**src/rtl/ram_dump_uart.sv**
```systemverilog
// ram_dump_uart
//   Streams a contiguous range of the scalar data RAM (port a) out as 8N1
//   UART frames once the CPU program has finished. While busy, this block
//   drives the RAM read address; a top-level mux hands port a back to the
//   CPU otherwise.
//
// Ports
//   clk         system clock, rising edge
//   reset       asynchronous, active-low reset
//   start       one-cycle dump request, honoured only when idle
//   base_addr   first RAM address, captured when start is accepted
//   length      byte count, captured when start is accepted (0 = no dump)
//   mem_addr    registered RAM read address
//   mem_q       RAM read data, sampled in the last fetch cycle only
//   tx          UART serial output, idles high
//   busy        high from start acceptance until the done cycle
//   done        one-cycle completion pulse
//   bytes_sent  bytes fully transmitted in the current/last dump
module ram_dump_uart #(
    parameter int ADDR_W       = 16,
    parameter int DATA_W       = 8,
    parameter int CLKS_PER_BIT = 434,
    parameter int RD_LATENCY   = 2
) (
    input  logic              clk,
    input  logic              reset,
    input  logic              start,
    input  logic [ADDR_W-1:0] base_addr,
    input  logic [ADDR_W-1:0] length,
    output logic [ADDR_W-1:0] mem_addr,
    input  logic [DATA_W-1:0] mem_q,
    output logic              tx,
    output logic              busy,
    output logic              done,
    output logic [ADDR_W-1:0] bytes_sent
);

    localparam int BAUD_W = $clog2(CLKS_PER_BIT);
    localparam int LAT_W  = $clog2(RD_LATENCY + 1);
    localparam int BIT_W  = $clog2(DATA_W);

    localparam logic [BAUD_W-1:0] BAUD_LAST = BAUD_W'(CLKS_PER_BIT - 1);
    localparam logic [LAT_W-1:0]  LAT_LAST  = LAT_W'(RD_LATENCY - 1);
    localparam logic [BIT_W-1:0]  BIT_LAST  = BIT_W'(DATA_W - 1);

    typedef enum logic [2:0] {
        S_IDLE,
        S_FETCH,
        S_START,
        S_DATA,
        S_STOP,
        S_FINISH
    } state_t;

    state_t            state;
    logic [ADDR_W-1:0] remaining;
    logic [DATA_W-1:0] shreg;
    logic [BAUD_W-1:0] baud_cnt;
    logic [LAT_W-1:0]  lat_cnt;
    logic [BIT_W-1:0]  bit_idx;

    always_ff @(posedge clk or negedge reset) begin
        if (!reset) begin
            state      <= S_IDLE;
            remaining  <= '0;
            shreg      <= '0;
            baud_cnt   <= '0;
            lat_cnt    <= '0;
            bit_idx    <= '0;
            mem_addr   <= '0;
            bytes_sent <= '0;
            tx         <= 1'b1;
            busy       <= 1'b0;
            done       <= 1'b0;
        end else begin
            // done is a single-cycle pulse; only the branches below raise it
            done <= 1'b0;

            case (state)
                S_IDLE: begin
                    if (start) begin
                        if (length != '0) begin
                            remaining  <= length;
                            mem_addr   <= base_addr;
                            bytes_sent <= '0;
                            busy       <= 1'b1;
                            lat_cnt    <= '0;
                            state      <= S_FETCH;
                        end else begin
                            // empty request: acknowledge without touching the line
                            done <= 1'b1;
                        end
                    end
                end

                S_FETCH: begin
                    // tx stays high here, forming the inter-frame gap
                    if (lat_cnt == LAT_LAST) begin
                        shreg    <= mem_q;
                        tx       <= 1'b0;
                        baud_cnt <= BAUD_LAST;
                        state    <= S_START;
                    end else begin
                        lat_cnt <= lat_cnt + 1'b1;
                    end
                end

                S_START: begin
                    if (baud_cnt == '0) begin
                        // tx is registered, so the first data bit is put out
                        // on the edge that leaves the start bit
                        tx       <= shreg[0];
                        shreg    <= {1'b0, shreg[DATA_W-1:1]};
                        bit_idx  <= '0;
                        baud_cnt <= BAUD_LAST;
                        state    <= S_DATA;
                    end else begin
                        baud_cnt <= baud_cnt - 1'b1;
                    end
                end

                S_DATA: begin
                    if (baud_cnt == '0) begin
                        baud_cnt <= BAUD_LAST;
                        if (bit_idx == BIT_LAST) begin
                            tx    <= 1'b1;
                            state <= S_STOP;
                        end else begin
                            tx      <= shreg[0];
                            shreg   <= {1'b0, shreg[DATA_W-1:1]};
                            bit_idx <= bit_idx + 1'b1;
                        end
                    end else begin
                        baud_cnt <= baud_cnt - 1'b1;
                    end
                end

                S_STOP: begin
                    if (baud_cnt == '0) begin
                        bytes_sent <= bytes_sent + 1'b1;
                        remaining  <= remaining - 1'b1;
                        if (remaining == ADDR_W'(1)) begin
                            busy  <= 1'b0;
                            done  <= 1'b1;
                            state <= S_FINISH;
                        end else begin
                            // address wraps modulo 2^ADDR_W
                            mem_addr <= mem_addr + 1'b1;
                            lat_cnt  <= '0;
                            state    <= S_FETCH;
                        end
                    end else begin
                        baud_cnt <= baud_cnt - 1'b1;
                    end
                end

                S_FINISH: begin
                    state <= S_IDLE;
                end

                default: begin
                    state <= S_IDLE;
                end
            endcase
        end
    end

endmodule

```
**config.mk**
```make
export PLATFORM = sky130hd
export DESIGN_NAME = ram_dump_uart
export DESIGN_NICKNAME = d
export VERILOG_FILES = /design/src/rtl/ram_dump_uart.sv
export SDC_FILE = /design/constraint.sdc
export NUM_CORES = 1
export LEC_CHECK = 0
export ABC_AREA = 0
export CAP_MARGIN = 25
export CORE_ASPECT_RATIO = 1.25
export CORE_MARGIN = 2
export CORE_UTILIZATION = 25
export CTS_BUF_LIST = sky130_fd_sc_hd__clkbuf_4 sky130_fd_sc_hd__clkbuf_8 sky130_fd_sc_hd__clkbuf_16
export CTS_CLUSTER_SIZE = 12
export DETAILED_ROUTE_END_ITERATION = 10
export GPL_TIMING_DRIVEN = 0
export HOLD_SLACK_MARGIN = 0.03
export MAX_ROUTING_LAYER = met4
export SLEW_MARGIN = 20
export SYNTH_ARGS = -nofsm -noshare
export SYNTH_HDL_FRONTEND = slang
export SYNTH_SLANG_ARGS = --single-unit
export TNS_END_PERCENT = 30
```
**constraint.sdc**
```tcl
create_clock -name clk -period 2.4 [get_ports clk]
set_input_delay 0.24 -clock clk [delete_from_list [all_inputs] [get_ports clk]]
set_output_delay 0.24 -clock clk [all_outputs]
set_load 0.005 [all_outputs]
```
### After elaboration in Yosys (flattened, before gate mapping)

Cells that the tools add are included.

* register bits: 76
* bits in latches: 0
* memory bits (writable): 0
* memory bits (read-only): 0
* input bits: 43
* output and inout port bits: 35
* logic and storage cells: 110
* memories: 0

* $add $sub $neg: 6
* multipliers: 0
* divide/modulo/power cells: 0
* order comparisons: 0
* equal/unequal tests: 19
* shift-type cells: 0
* muxes and demuxes: 56
* bitwise gates (word level): 0
* reduce and logical (&&, ||, !) cells: 18

Operator list (number)
* $mux W16: 10
* $pmux W16 S2: 3
* $mux W3: 11
* $add A16 B1 Y16 const B: 2
* $mux W8: 4
* $mux W9: 3
* $pmux W9 S3: 1
* $ne A2 B2 Y1 const B: 12
* $pmux W8 S3: 1
* $eq A16 B1 Y1 const B: 1
* $reduce_bool A16 Y1: 1
* $sub A16 B1 Y16 const B: 1
* $pmux W3 S5: 1
* $reduce_and A5 Y1: 3
* $mux W1: 12
* $reduce_and A4 Y1: 3
* $mux W2: 5
* $logic_not A9 Y1: 1
* $reduce_bool A3 Y1: 3
* $sub A9 B1 Y9 const B: 1
* $reduce_and A7 Y1: 1
* $eq A3 B2 Y1 const B: 2
* $eq A3 B3 Y1 const B: 2
* $pmux W2 S3: 1
* other kinds (12): 14

### Longest topological paths before layout

* depth after elaboration: 4
* gate-level depth with buffers: 8
* gate-level depth less buffers: 7

### Worst setup path after synthesis

No wires, ideal clock.

* path kind: register to register
* start: register baud_cnt[0]
* end: register bytes_sent[10]
* setup time: 132 ps
* data arrival time: 2213 ps
* required time: 2268 ps
* setup slack: 55 ps
* stages on the path, launching flop included: 9
* buffers on the path: 1
* period minus slack after synthesis: 2345 ps
* path through: dfrtp_1 -> inv_1 -> ha_1 -> or3b_2 -> or4_4 -> buf_6 -> nor4_1 -> xnor2_1 -> nor2_2

* cells in the longest elaborated chain, start to end: 3

Ends and longest elaborated chain
* start: declaration: line 58 `logic [BAUD_W-1:0] baud_cnt;`
* start signal: assignment: line 118 `baud_cnt <= baud_cnt - 1'b1;`
* start signal: assignment: line 134 `baud_cnt <= baud_cnt - 1'b1;`
* start signal: assignment: line 153 `baud_cnt <= baud_cnt - 1'b1;`
* $logic_not A9 Y1: line 139 `if (baud_cnt == '0) begin`
* $ne A2 B2 Y1 (no line)
* $reduce_and A4 Y1 (no line)
* end signal: assignment: line 140 `bytes_sent <= bytes_sent + 1'b1;`
* end: declaration: line 35 `output logic [ADDR_W-1:0] bytes_sent`

No other way between the ends.
A chain may end at the register's enable or synchronous reset.

### Worst setup path after layout

* start: register baud_cnt[0]
* end: register bytes_sent[14]

Same word-level chain as after synthesis.

==> summary.md <==
| Metric | Value |
|---|---|
| Deepest clock path buffer count | 2 |
| Die outline height | around 150 um |
| Number of register bits inferred by synthesis | 76 |
| Buffers & Inverters on Critical Path | 2 |
| Drt initial violations | between 300 and 400 |
| IR drop worst, VDD | ~0.37 mV |
| Grt ovf | 0 |
| Maximum level of the CTS H-tree | 3 |
| Share of post-route cells with drive strength above 1 | 0.116 |
| Clk sink count | 76 |
| Global-route wire length before repair | between 20 and 25 mm |
| Number of failing setup endpoints in the final timing report | 0 |
| Relative area change from synthesis to final layout | 38.0% |
| Root buffer cell | sky130_fd_sc_hd__clkbuf_16 |
| YS warnings | 0 |
| Slowest CP cell | sky130_fd_sc_hd__or4_4 |
| Post-detailed-routing wire length | around 15 mm |
| Top Family by Delay on Critical Path | simple AND/OR/NAND/NOR gates |
| Minimum period implied by the final worst setup slack | roughly 2.4 ns |
| Via count of the first global-routing pass | around 4300 |
| Combinational fraction of design power | 0.062 |
| Worst path arrival time | approximately 2.6 ns |
| Clock share of power | 0.531 |
| CTS Buf Count | 9 |
| Outcome | finished clean |
| Initial antenna violation count | 0 |
| Area used by multi-input combinational logic | approximately 2500 um^2 |
| Total Power | 3.27 mW |
| Pre-antenna DRT Iters | 5 |
| Most numerous cell in the Yosys netlist | sky130_fd_sc_hd__dfrtp_1 |
| Fraction of synthesized cell area taken by the top area cell type | 0.423 |
| Area of the mapped netlist | around 4400 um^2 |
| Effective utilization at floorplan | 0.254 |
| Antenna diodes | 0 |
| Worst setup slack after placement | -0.914 ns |
| Post-synthesis cell type count | 65 |
| Routability congestion estimate | approximately 0.86 |
| Number of nets still failing antenna checks after routing | 0 |
| Fraction of registers with async set/reset | 1.00 |
| Kind of start point of the critical path | register |
| Number of slew-limit violations in the final report | 0 |
| Clock insertion delay at the later pin of the skew report | approximately 0.35 ns |
| RSZ-0062 raised after global routing | yes |
| Power density normalized to cell area | 535 nW/um^2 |
| Setup WS post-layout | ~0.023 ns |
| Reported max-cap violation count | 0 |
| Fill count | ~1800 |
| Synth top area cells | sky130_fd_sc_hd__dfrtp_1 (42%), sky130_fd_sc_hd__nand2_1 (5.0%), sky130_fd_sc_hd__o21ai_0 (4.3%) |
| Flip-flop cell with the highest count after synthesis | sky130_fd_sc_hd__dfrtp_1 |
| Largest fanout on the critical path | 7 |
| Largest net degree at the start of global routing | 45 |
| Post-layout utilization of the core | 0.351 |
| Final period util | 0.991 |
| Worst Max-Slew Pin Slew | approximately 0.8 ns |
| Leakage power figure | between 2 and 2.5 nW |
| Number of flops mapped to enable cells by yosys | 0 |
| Internal power | 2.57 mW |
| Synth Net Count | 570 |
| Share of power burned in registers | 0.407 |
| Site row count | 54 |
| Core Area | 17400 um^2 |
| Die Footprint | about 19000 um^2 |
| TritonCTS clock tree | done |
| Overall via count from detail_route | ~4500 |
| Buffers on Ports | 77 |
| Final number of hold-violating endpoints | 0 |
| Crit path cell chain | inv_1, ha_2, or3b_4, or4_4, buf_6, nor4_4, xnor2_1, nor2_2 |
| Kind of path behind the tightest hold check | in -> async |
| Switching power | around 700 uW |
| Fraction of power spent switching nets | 0.213 |
| Sequential fraction of the synthesis area | 0.429 |
| Library cell with the largest summed area after synthesis | sky130_fd_sc_hd__dfrtp_1 |
| Setup total negative slack | 0 ns |
| Relative slew margins | 0.470 |
| Number of primary I/O pins | 78 |
| Synthesized netlist cell count | ~520 |
| Wirelength per Cell | around 18 um |
| Commonest cells post-synth | sky130_fd_sc_hd__dfrtp_1 (75), sky130_fd_sc_hd__nand2_1 (59), sky130_fd_sc_hd__nor2_1 (45), sky130_fd_sc_hd__o21ai_0 (38), sky130_fd_sc_hd__a21oi_1 (32) |
| Drt via density | between 5 and 6 |
| Post-route DRC violation count | 0 |
| Final HPWL DP | roughly 11 mm |
| Nature of the critical path endpoint | register |
| Category of the critical setup timing path | reg -> reg |
| Clk_skew | 0.0101 ns |
| Die W | ~120 um |
| Storage element area | about 1900 um^2 |
| Average size of a mapped cell | between 8 and 9 um^2 |
| Nets | 665 |
| Largest stage delay on the critical path | around 0.50 ns |
| Clock-pin slew on the worst setup and hold paths | 0.07 ns |
| Highest Clock Rate | around 420 MHz |
| Total routing resource utilization after global routing | 0.162 |
| Worst Path Required | about 2.6 ns |
-- metal layers --
layer / track usage / wire length (um) / up-vias
met2: 0.248 / 7190 / 152
met4: 0.0639 / 439 / 0
met1: 0.212 / 6390 / 2203
met3: 0.0276 / 748 / 26
li1: - / - / 2132
met5: - / 0 / -
-- power by group through the flow --
| stage | clock network (mW) | registers (mW) | logic [mW] |
|---|---|---|---|
| floorplan | 0 | 1.35 | 0.0478 |
| global placement | 0 | 1.35 | 0.196 |
| detailed placement | 0 | 1.35 | 0.200 |
| CTS | 1.75 | 1.33 | 0.205 |
| global route | 1.81 | 1.33 | 0.221 |
| finish | 1.74 | 1.33 | 0.203 |
-- path summary, 6_finish.rpt --
path,depth (start not counted),from,slack [ns],to
hold / removal,2,reset,0.43,shreg[2]$_DFFE_PN0P_
min in group clk,3,mem_q[2],0.46,shreg[2]$_DFFE_PN0P_
max in group asynchronous,3,reset,1.35,mem_addr[3]$_DFFE_PN0P_
hold reg to reg,2,tx$_DFFE_PN1P_,0.48,tx$_DFFE_PN1P_
setup / recovery,8,baud_cnt[0]$_DFFE_PN0P_,0.02,bytes_sent[14]$_DFFE_PN0P_
setup reg to reg,8,baud_cnt[0]$_DFFE_PN0P_,0.02,bytes_sent[14]$_DFFE_PN0P_
-- cell usage in the layout, fill, tap and decap left out, types with 6 or more instances in the layout --
cell	synthesis	routed
sky130_fd_sc_hd__clkbuf_1	23	15
sky130_fd_sc_hd__nand4_1	15	15
sky130_fd_sc_hd__buf_4	0	7
sky130_fd_sc_hd__dfrtp_1	75	75
sky130_fd_sc_hd__nand2_1	59	58
sky130_fd_sc_hd__a21oi_1	32	29
sky130_fd_sc_hd__xnor2_1	9	9
sky130_fd_sc_hd__clkbuf_16	0	9
sky130_fd_sc_hd__inv_1	14	14
sky130_fd_sc_hd__nor2_1	45	43
sky130_fd_sc_hd__o21ai_0	38	38
sky130_fd_sc_hd__o22ai_1	6	6
sky130_fd_sc_hd__nor3_1	25	23
sky130_fd_sc_hd__ha_1	8	7
sky130_fd_sc_hd__a31oi_1	17	17
sky130_fd_sc_hd__a2bb2oi_1	8	8
sky130_fd_sc_hd__clkdlybuf4s50_1	0	76
sky130_fd_sc_hd__nor4_1	15	8
sky130_fd_sc_hd__nand3_1	25	25
-- cell families after synthesis --
| group | Yosys count | synth area share |
|---|---|---|
| muxes | 2 | 0.00480 |
| buffers and inverters | 43 | 0.0409 |
| adders and majority gates | 8 | 0.0226 |
| xor gates and xnor gates | 13 | 0.0257 |
| AOI/OAI and AO/OA | 147 | 0.213 |
| DFF | 76 | 0.429 |
| and+or+nand+nor | 230 | 0.264 |
-- stage by stage --
stage	instances	instance area, um^2	hold slack (ns)
CTS	839	6000	0.464
global route	843	6120	0.468
floorplan	519	4430	-0.0556
finish	843	6120	0.433
detailed placement	821	5500	0.291
global placement	820	5480	0.458
-- final cells by class --
type / instances / area share
multi-input combinational: 400 / 0.413
sequential: 76 / 0.311
timing repair buffer: 85 / 0.138
tap: 224 / 0.0458
clock buffer: 10 / 0.0391
buffer: 28 / 0.0223
clock inverter: 6 / 0.0221
inverter: 14 / 0.00859
-- what timing repair did --
| item | CTS | global route |
|---|---|---|
| buffers inserted | 1 | 5 |
| setup endpoints to repair | 65 | 62 |
| pin swaps | 0 | 6 |
| resized for setup | 25 | 17 |
| endpoints found under the hold margin | 42 | 0 |
| hold buffers | 1 | 0 |
-- state kept, by name, summed over array words and instances, names as in the netlist --
| register | count |
|---|---|
| mem_addr | 16 |
| bytes_sent | 16 |
| done | 1 |
| remaining | 16 |
| state | 3 |
| busy | 1 |
| shreg | 8 |
| lat_cnt | 2 |
| bit_idx | 3 |
| baud_cnt | 9 |
| tx | 1 |
Power figures use the tool's default switching activity.
